--- config.mk ---
export PLATFORM = sky130hd
export DESIGN_NAME = fetch_decode_unit
export DESIGN_NICKNAME = d
export VERILOG_FILES = /design/src/rtl/fetch_decode_unit_pkg.sv /design/src/rtl/fetch_decode_unit_pc_counter.sv /design/src/rtl/fetch_decode_unit.sv
export SDC_FILE = /design/constraint.sdc
export NUM_CORES = 1
export LEC_CHECK = 0
export BUFFER_PORTS_ARGS = -buffer_cell sky130_fd_sc_hd__buf_4
export CORE_MARGIN = 4
export CORE_UTILIZATION = 30
export CTS_BUF_LIST = sky130_fd_sc_hd__clkbuf_16
export DETAILED_ROUTE_END_ITERATION = 12
export GPL_TIMING_DRIVEN = 1
export PLACE_DENSITY = 0.63
export SETUP_SLACK_MARGIN = 0.15
export SYNTH_ARGS = -nofsm -noshare
export SYNTH_HDL_FRONTEND = slang
export SYNTH_HIERARCHICAL = 1
export SYNTH_SLANG_ARGS = --single-unit
--- constraint.sdc ---
create_clock -name clk -period 3.85 [get_ports clk]
set_input_delay 0.77 -clock clk [delete_from_list [all_inputs] [get_ports clk]]
set_output_delay 0.77 -clock clk [all_outputs]
set_load 0.03 [all_outputs]
--- src/rtl/fetch_decode_unit_pkg.sv ---
// rtl/fetch_decode_unit_pkg.sv - opcode constants, instruction field positions and FSM encoding
// Shared between the fetch/decode unit and the control unit.
package fetch_decode_unit_pkg;

  localparam logic [1:0] OP_ADD   = 2'b00;
  localparam logic [1:0] OP_SUB   = 2'b01;
  localparam logic [1:0] OP_LOAD  = 2'b10;
  localparam logic [1:0] OP_STORE = 2'b11;

  localparam int OPCODE_MSB = 7;
  localparam int OPCODE_LSB = 6;
  localparam int RD_MSB     = 5;
  localparam int RD_LSB     = 4;
  localparam int RS_MSB     = 3;
  localparam int RS_LSB     = 2;
  localparam int RT_MSB     = 1;
  localparam int RT_LSB     = 0;

  typedef enum logic [1:0] {
    ST_IDLE   = 2'd0,
    ST_FETCH  = 2'd1,
    ST_WAIT   = 2'd2,
    ST_DECODE = 2'd3
  } fsm_state_e;

endpackage

--- src/rtl/fetch_decode_unit_pc_counter.sv ---
// rtl/fetch_decode_unit_pc_counter.sv - next-fetch address register with wrapping incrementer
module pc_counter #(
  parameter int PC_W = 4
) (
  input  logic            clk,
  input  logic            reset,
  input  logic            inc,
  output logic [PC_W-1:0] pc_next
);

  logic [PC_W-1:0] r_pc_next;

  // Wraps modulo 2^PC_W silently.
  always_ff @(posedge clk or posedge reset) begin
    if (reset) begin
      r_pc_next <= '0;
    end else if (inc) begin
      r_pc_next <= r_pc_next + PC_W'(1);
    end
  end

  assign pc_next = r_pc_next;

endmodule

--- src/rtl/fetch_decode_unit.sv ---
// rtl/fetch_decode_unit.sv - fetch/decode stage: FETCH, WAIT, DECODE sequencing with downstream stall
module fetch_decode_unit
  import fetch_decode_unit_pkg::*;
#(
  parameter int PC_W    = 4,
  parameter int INSTR_W = 8
) (
  input  logic               clk,
  input  logic               reset,
  input  logic               run,
  input  logic               stall,
  output logic [PC_W-1:0]    imem_addr,
  output logic               imem_rd,
  input  logic [INSTR_W-1:0] imem_data,
  output logic [1:0]         opcode,
  output logic [1:0]         rd,
  output logic [1:0]         rs,
  output logic [1:0]         rt_addr,
  output logic               instr_valid,
  output logic [PC_W-1:0]    pc
);

  fsm_state_e         r_state;
  logic [INSTR_W-1:0] r_instr;
  logic [PC_W-1:0]    r_pc;
  logic               r_imem_rd;
  logic               r_instr_valid;
  logic               w_inc;
  logic [PC_W-1:0]    w_pc_next;

  assign w_inc = (r_state == ST_DECODE) && !stall;

  pc_counter #(.PC_W(PC_W)) u_pc_counter (
    .clk     (clk),
    .reset   (reset),
    .inc     (w_inc),
    .pc_next (w_pc_next)
  );

  // imem_rd and instr_valid are set on the edge entering their state so they are glitch-free.
  always_ff @(posedge clk or posedge reset) begin
    if (reset) begin
      r_state       <= ST_IDLE;
      r_instr       <= '0;
      r_pc          <= '0;
      r_imem_rd     <= 1'b0;
      r_instr_valid <= 1'b0;
    end else begin
      case (r_state)
        ST_IDLE: begin
          if (run) begin
            r_state   <= ST_FETCH;
            r_imem_rd <= 1'b1;
          end
        end
        ST_FETCH: begin
          r_state   <= ST_WAIT;
          r_imem_rd <= 1'b0;
          r_pc      <= w_pc_next;
        end
        ST_WAIT: begin
          r_instr       <= imem_data;
          r_state       <= ST_DECODE;
          r_instr_valid <= 1'b1;
        end
        ST_DECODE: begin
          if (!stall) begin
            r_instr_valid <= 1'b0;
            if (run) begin
              r_state   <= ST_FETCH;
              r_imem_rd <= 1'b1;
            end else begin
              r_state <= ST_IDLE;
            end
          end
        end
        default: begin
          r_state <= ST_IDLE;
        end
      endcase
    end
  end

  assign imem_addr   = w_pc_next;
  assign imem_rd     = r_imem_rd;
  assign instr_valid = r_instr_valid;
  assign pc          = r_pc;

  assign opcode  = r_instr[OPCODE_MSB:OPCODE_LSB];
  assign rd      = r_instr[RD_MSB:RD_LSB];
  assign rs      = r_instr[RS_MSB:RS_LSB];
  assign rt_addr = r_instr[RT_MSB:RT_LSB];

endmodule

# ---- After elaboration in Yosys (flattened, before gate mapping)
# Index checks and enable logic that the tools add are counted.
dict set report op_classes {
  add_sub_neg 1
  n_mul 0
  div 0
  order_cmp 0
  n_eq_ne 5
  shifts 0
  muxes 9
  bitwise 0
  reduce_logical 8
}
# operator n
set ops {}
lappend ops {{2-bit case mux with 4 select lines} 1}
lappend ops {{2-bit AND reduction} 3}
lappend ops {{4-bit by 1-bit adder with 4-bit output (second input constant)} 1}
lappend ops {{2-bit equality test (second input constant)} 2}
lappend ops {{1-bit 2-to-1 mux} 4}
lappend ops {{2-bit 2-to-1 mux} 2}
lappend ops {{2-bit != test (second input constant)} 2}
lappend ops {{1-bit case mux with 3 select lines} 1}
lappend ops {{3-bit nonzero test} 1}
lappend ops {{2-bit by 1-bit equality test with 1-bit output (second input constant)} 1}
lappend ops {{2-bit zero test} 1}
lappend ops {{1-bit case mux with 2 select lines} 1}
lappend ops {{2-bit nonzero test} 1}
lappend ops {{1-bit logical AND} 1}
lappend ops {{1-bit zero test} 1}
dict set report totals {
  register_bits 20
  latchBits 0
  ram_bits 0
  rom_bits 0
  input_bits 12
  output_inout_bits 18
  elab_cells 29
  n_memories 0
}

# ---- Logic depth before layout (Yosys ltp)
dict set report logic_depth {
  ltp_word 3
  depth_mapped 6
  mapped_depth_nobuf 5
}

# ---- Cells and area by module
# Netlist, hierarchy kept.
# module instances cells_per_inst area_per_inst_um2
set by_module_without_submodules {}
lappend by_module_without_submodules {fetch_decode_unit 1 49 695.7}
lappend by_module_without_submodules {pc_counter 1 12 163.9}

# ---- Worst setup path after synthesis
# Ideal clock, no wire load.
dict set report synth_path {
  path_kind {input-to-reg}
  startpoint {in stall}
  endpoint {reg u_pc_counter.r_pc_next[1] (netlist: u_pc_counter/pc_next[1])}
  setup_ns 0.125
  arrival_ns 1.336
  required_ns 3.725
  path_slack_ns 2.389
  stages 2
  n_path_buf 0
  path_cell_list {and2b_1 -> mux2_2}
}
dict set report synth_via {
  elab_chain_len 2
}
# item line_no
set synth_rtl {}
lappend synth_rtl {{start: declaration} fetch_decode_unit.sv:11} ;# input logic stall,
lappend synth_rtl {{1-bit zero test} --}
lappend synth_rtl {{1-bit logical AND} fetch_decode_unit.sv:31} ;# assign w_inc = (r_state == ST_DECODE) && !stall;
lappend synth_rtl {{end signal: assignment} fetch_decode_unit_pc_counter.sv:18} ;# r_pc_next <= r_pc_next + PC_W'(1);
lappend synth_rtl {{end: declaration} fetch_decode_unit_pc_counter.sv:11} ;# logic [PC_W-1:0] r_pc_next;
# No other way between the ends.
# A chain may end at the register's enable or synchronous reset.

# ---- Worst setup path after layout
dict set report layout_path {
  startpoint {reg u_pc_counter.r_pc_next[0] (netlist: u_pc_counter/pc_next[0])}
  endpoint {out imem_addr[0]}
}
# item line_no
set layout_lines {}
lappend layout_lines {{end: declaration} fetch_decode_unit.sv:12} ;# output logic [PC_W-1:0] imem_addr,
# No word-level cell between the ends.

==> results_dict.tcl <==
set metrics [dict create \
    die_y_um 61.5 \
    cp.required_ps 3080 \
    cts_root_buffer "clkbuf_16" \
    coreArea_sq_um 2760 \
    slowest_delay_ps 420 \
    ios 30 \
    synth_area_per_cell_sq_um 14.1 \
    r2r_slack_ps 2380 \
    rows 19 \
    die_w_um 61.5 \
    vias 548 \
    clock_sinks 20 \
    maxCapViolations 0 \
    r2r_start "r_state[0]$_DFFE_PP0P_" \
    startpoint_type "register" \
    mostFrequentLayoutCells "buf_4 (29), dfrtp_1 (20), mux2_2 (13)" \
    place_area_sq_um 1100 \
    ant_nets 0 \
    cts_max_level 1 \
    status "completed" \
    timing.rr.end "r_instr[3]$_DFFE_PP0P_" \
    nets 111 \
    power-per-cell-area_nw_per_um2 1030 \
    crit_slowest_cell "dfrtp_1" \
    start_util_pct 31.2 \
    max_freq_mhz 614 \
    period_needed_ps 1630 \
    tns_ps 0 \
    grt_max_degree 17 \
    rsz0062_at_grt "false" \
    multiInputGateArea_sq_um 329 \
    vdd_drop_max_mv 0.457 \
    clk_latency_ps 240 \
    slew_headroom_pct 58.2 \
    drt-pass1-iter-count 2 \
    grt_pass1_wl_um 2380 \
    wl_per_cell_um 12.3 \
    cp_data_arrival_time_ps 860 \
    antenna_found_initial 0 \
    reg2reg_depth 3 \
    post_cts_resized 0 \
    die-area_sq_um 3790 \
    setup_viol 0 \
    path_buf_inv 1 \
    synthDistinctLibCells 17 \
    worstMarginPinSlew_ps 627 \
    seqCellArea_sq_um 500 \
    ys_ff_latch 20 \
    antenna_cells 0 \
    cts_buffers 3 \
    yosys_warnings 6 \
    min_path_type "in -> async" \
    leakage_nw 0.572 \
    yosysTopAreaCellShare_pct 58.2 \
    routed_wl_um 1520 \
    fillers 258 \
    path_cells "buf_4" \
    cts_hold_buf 0 \
    synth_nets 78 \
    fin_skew_ps 0.758 \
    layout_commonest_cell "buf_4" \
    ys_top_cells_by_area "dfrtp_1 (58%), mux2_2 (17%), ha_1 (7.3%)" \
    cts.clk_slew.worst_paths_ps 50 \
    cpLargestDelayFamily "flip-flops" \
    cts_setup_buffers 0 \
    overflow 0 \
    synthCells 61 \
    fin_crit_sh_pct 42.3 \
    dr.first_iter.drc_count 1 \
    port_buffers 29 \
    drive_gt1_share_pct 51.1 \
    slew_violations 0 \
    drc 0 \
    critPathMaxFanout 5 \
    cts_tree "built" \
    area_growth_pct 37.3 \
    hold_viol_final 0 \
    vias_per_cell 4.46 \
    syn_area_sq_um 860 \
    critPathKind "reg -> out" \
    dp_hpwl_um 1190 \
    gp_congestion 0.745 \
    ys_seq_area_share_pct 58.2 \
    end_kind "output port" \
    clock_path_buffers 2 \
    grtUsageTotal_pct 8.77 \
    design_area_sq_um 1180 \
    synth.largest_area_cell "dfrtp_1" \
    grt_pass1_vias 539 \
]
[sequential cells by signal, indices dropped and copies added, names as in the netlist]
signal,cells
r_instr,8
instr_valid,1
u_pc_counter/pc_next,4
pc,4
r_state,2
imem_rd,1
[Yosys cell counts (all sizes together)]
library cell,instances
dfrtp,20
mux2,14
ha,5
inv,5
a21oi,3
nand2,2
o21ai,2
xnor2,2
a22oi,1
and2b,1
buf,1
nand4,1
nor2,1
o211ai,1
o22a,1
xor2,1
[through the flow]
| step | hold slack (ps) | std cells | utilization [%] | power (mW) | setup WS, ps |
|---|---|---|---|---|---|
| floorplan | 535 | 61 | - | 0.821 | 2390 |
| global placement | 490 | 120 | 40.1 | 1.01 | 2230 |
| detailed placement | 501 | 120 | 40.1 | 1.03 | 2220 |
| CTS | 415 | 123 | 42.8 | 1.24 | 2210 |
| global route | 416 | 123 | 42.8 | 1.30 | 2190 |
| finish | 415 | 123 | 42.8 | 1.22 | 2220 |
[cell families after synthesis]
logic type / Yosys count / synth area share, %
AO/OA/AOI/OAI: 8 / 6.26
XOR/XNOR: 3 / 3.06
AND/OR/NAND/NOR: 5 / 2.91
buffers and inverters: 6 / 3.49
flip-flops: 20 / 58.2
adder cells (fa/ha/maj): 5 / 7.28
multiplexers: 14 / 18.8
[metal layers]
layer	share of wire, %	vias to the layer above	routed length (um)	track usage, %
met4	0.46	0	7	2.73
met2	50	13	760	15.2
met1	43	263	648	10.4
met5	0	-	0	0
li1	-	270	-	-
met3	6.6	2	100	2.52
[how the worst max path moves through the flow]
stage | cells past startpoint | startpoint | endpoint
after floorplan | 2 | stall | u_pc_counter/pc_next[1]$_DFFE_PP0P_
after global placement | 3 | stall | u_pc_counter/pc_next[1]$_DFFE_PP0P_
after detailed placement | 3 | stall | u_pc_counter/pc_next[1]$_DFFE_PP0P_
after CTS | 1 | u_pc_counter/pc_next[0]$_DFFE_PP0P_ | imem_addr[0]
after global routing | 1 | u_pc_counter/pc_next[0]$_DFFE_PP0P_ | imem_addr[0]
final | 1 | u_pc_counter/pc_next[0]$_DFFE_PP0P_ | imem_addr[0]
[cell type report]
class / count / share of cell area, %
Timing Repair Buffer: 29 / 18.5
Sequential cell: 20 / 42.4
Inverter: 5 / 1.59
Clock buffer: 3 / 6.36
Tap cell: 31 / 3.29
Multi-Input combinational cell: 35 / 27.9
[power by group]
part | internal [mW] | switching, mW
Sequential | 0.320 | 0.0753
Combinational | 0.280 | 0.337
Clock | 0.137 | 0.0680
Total | 0.737 | 0.480
(Power assumes the default switching activity.)
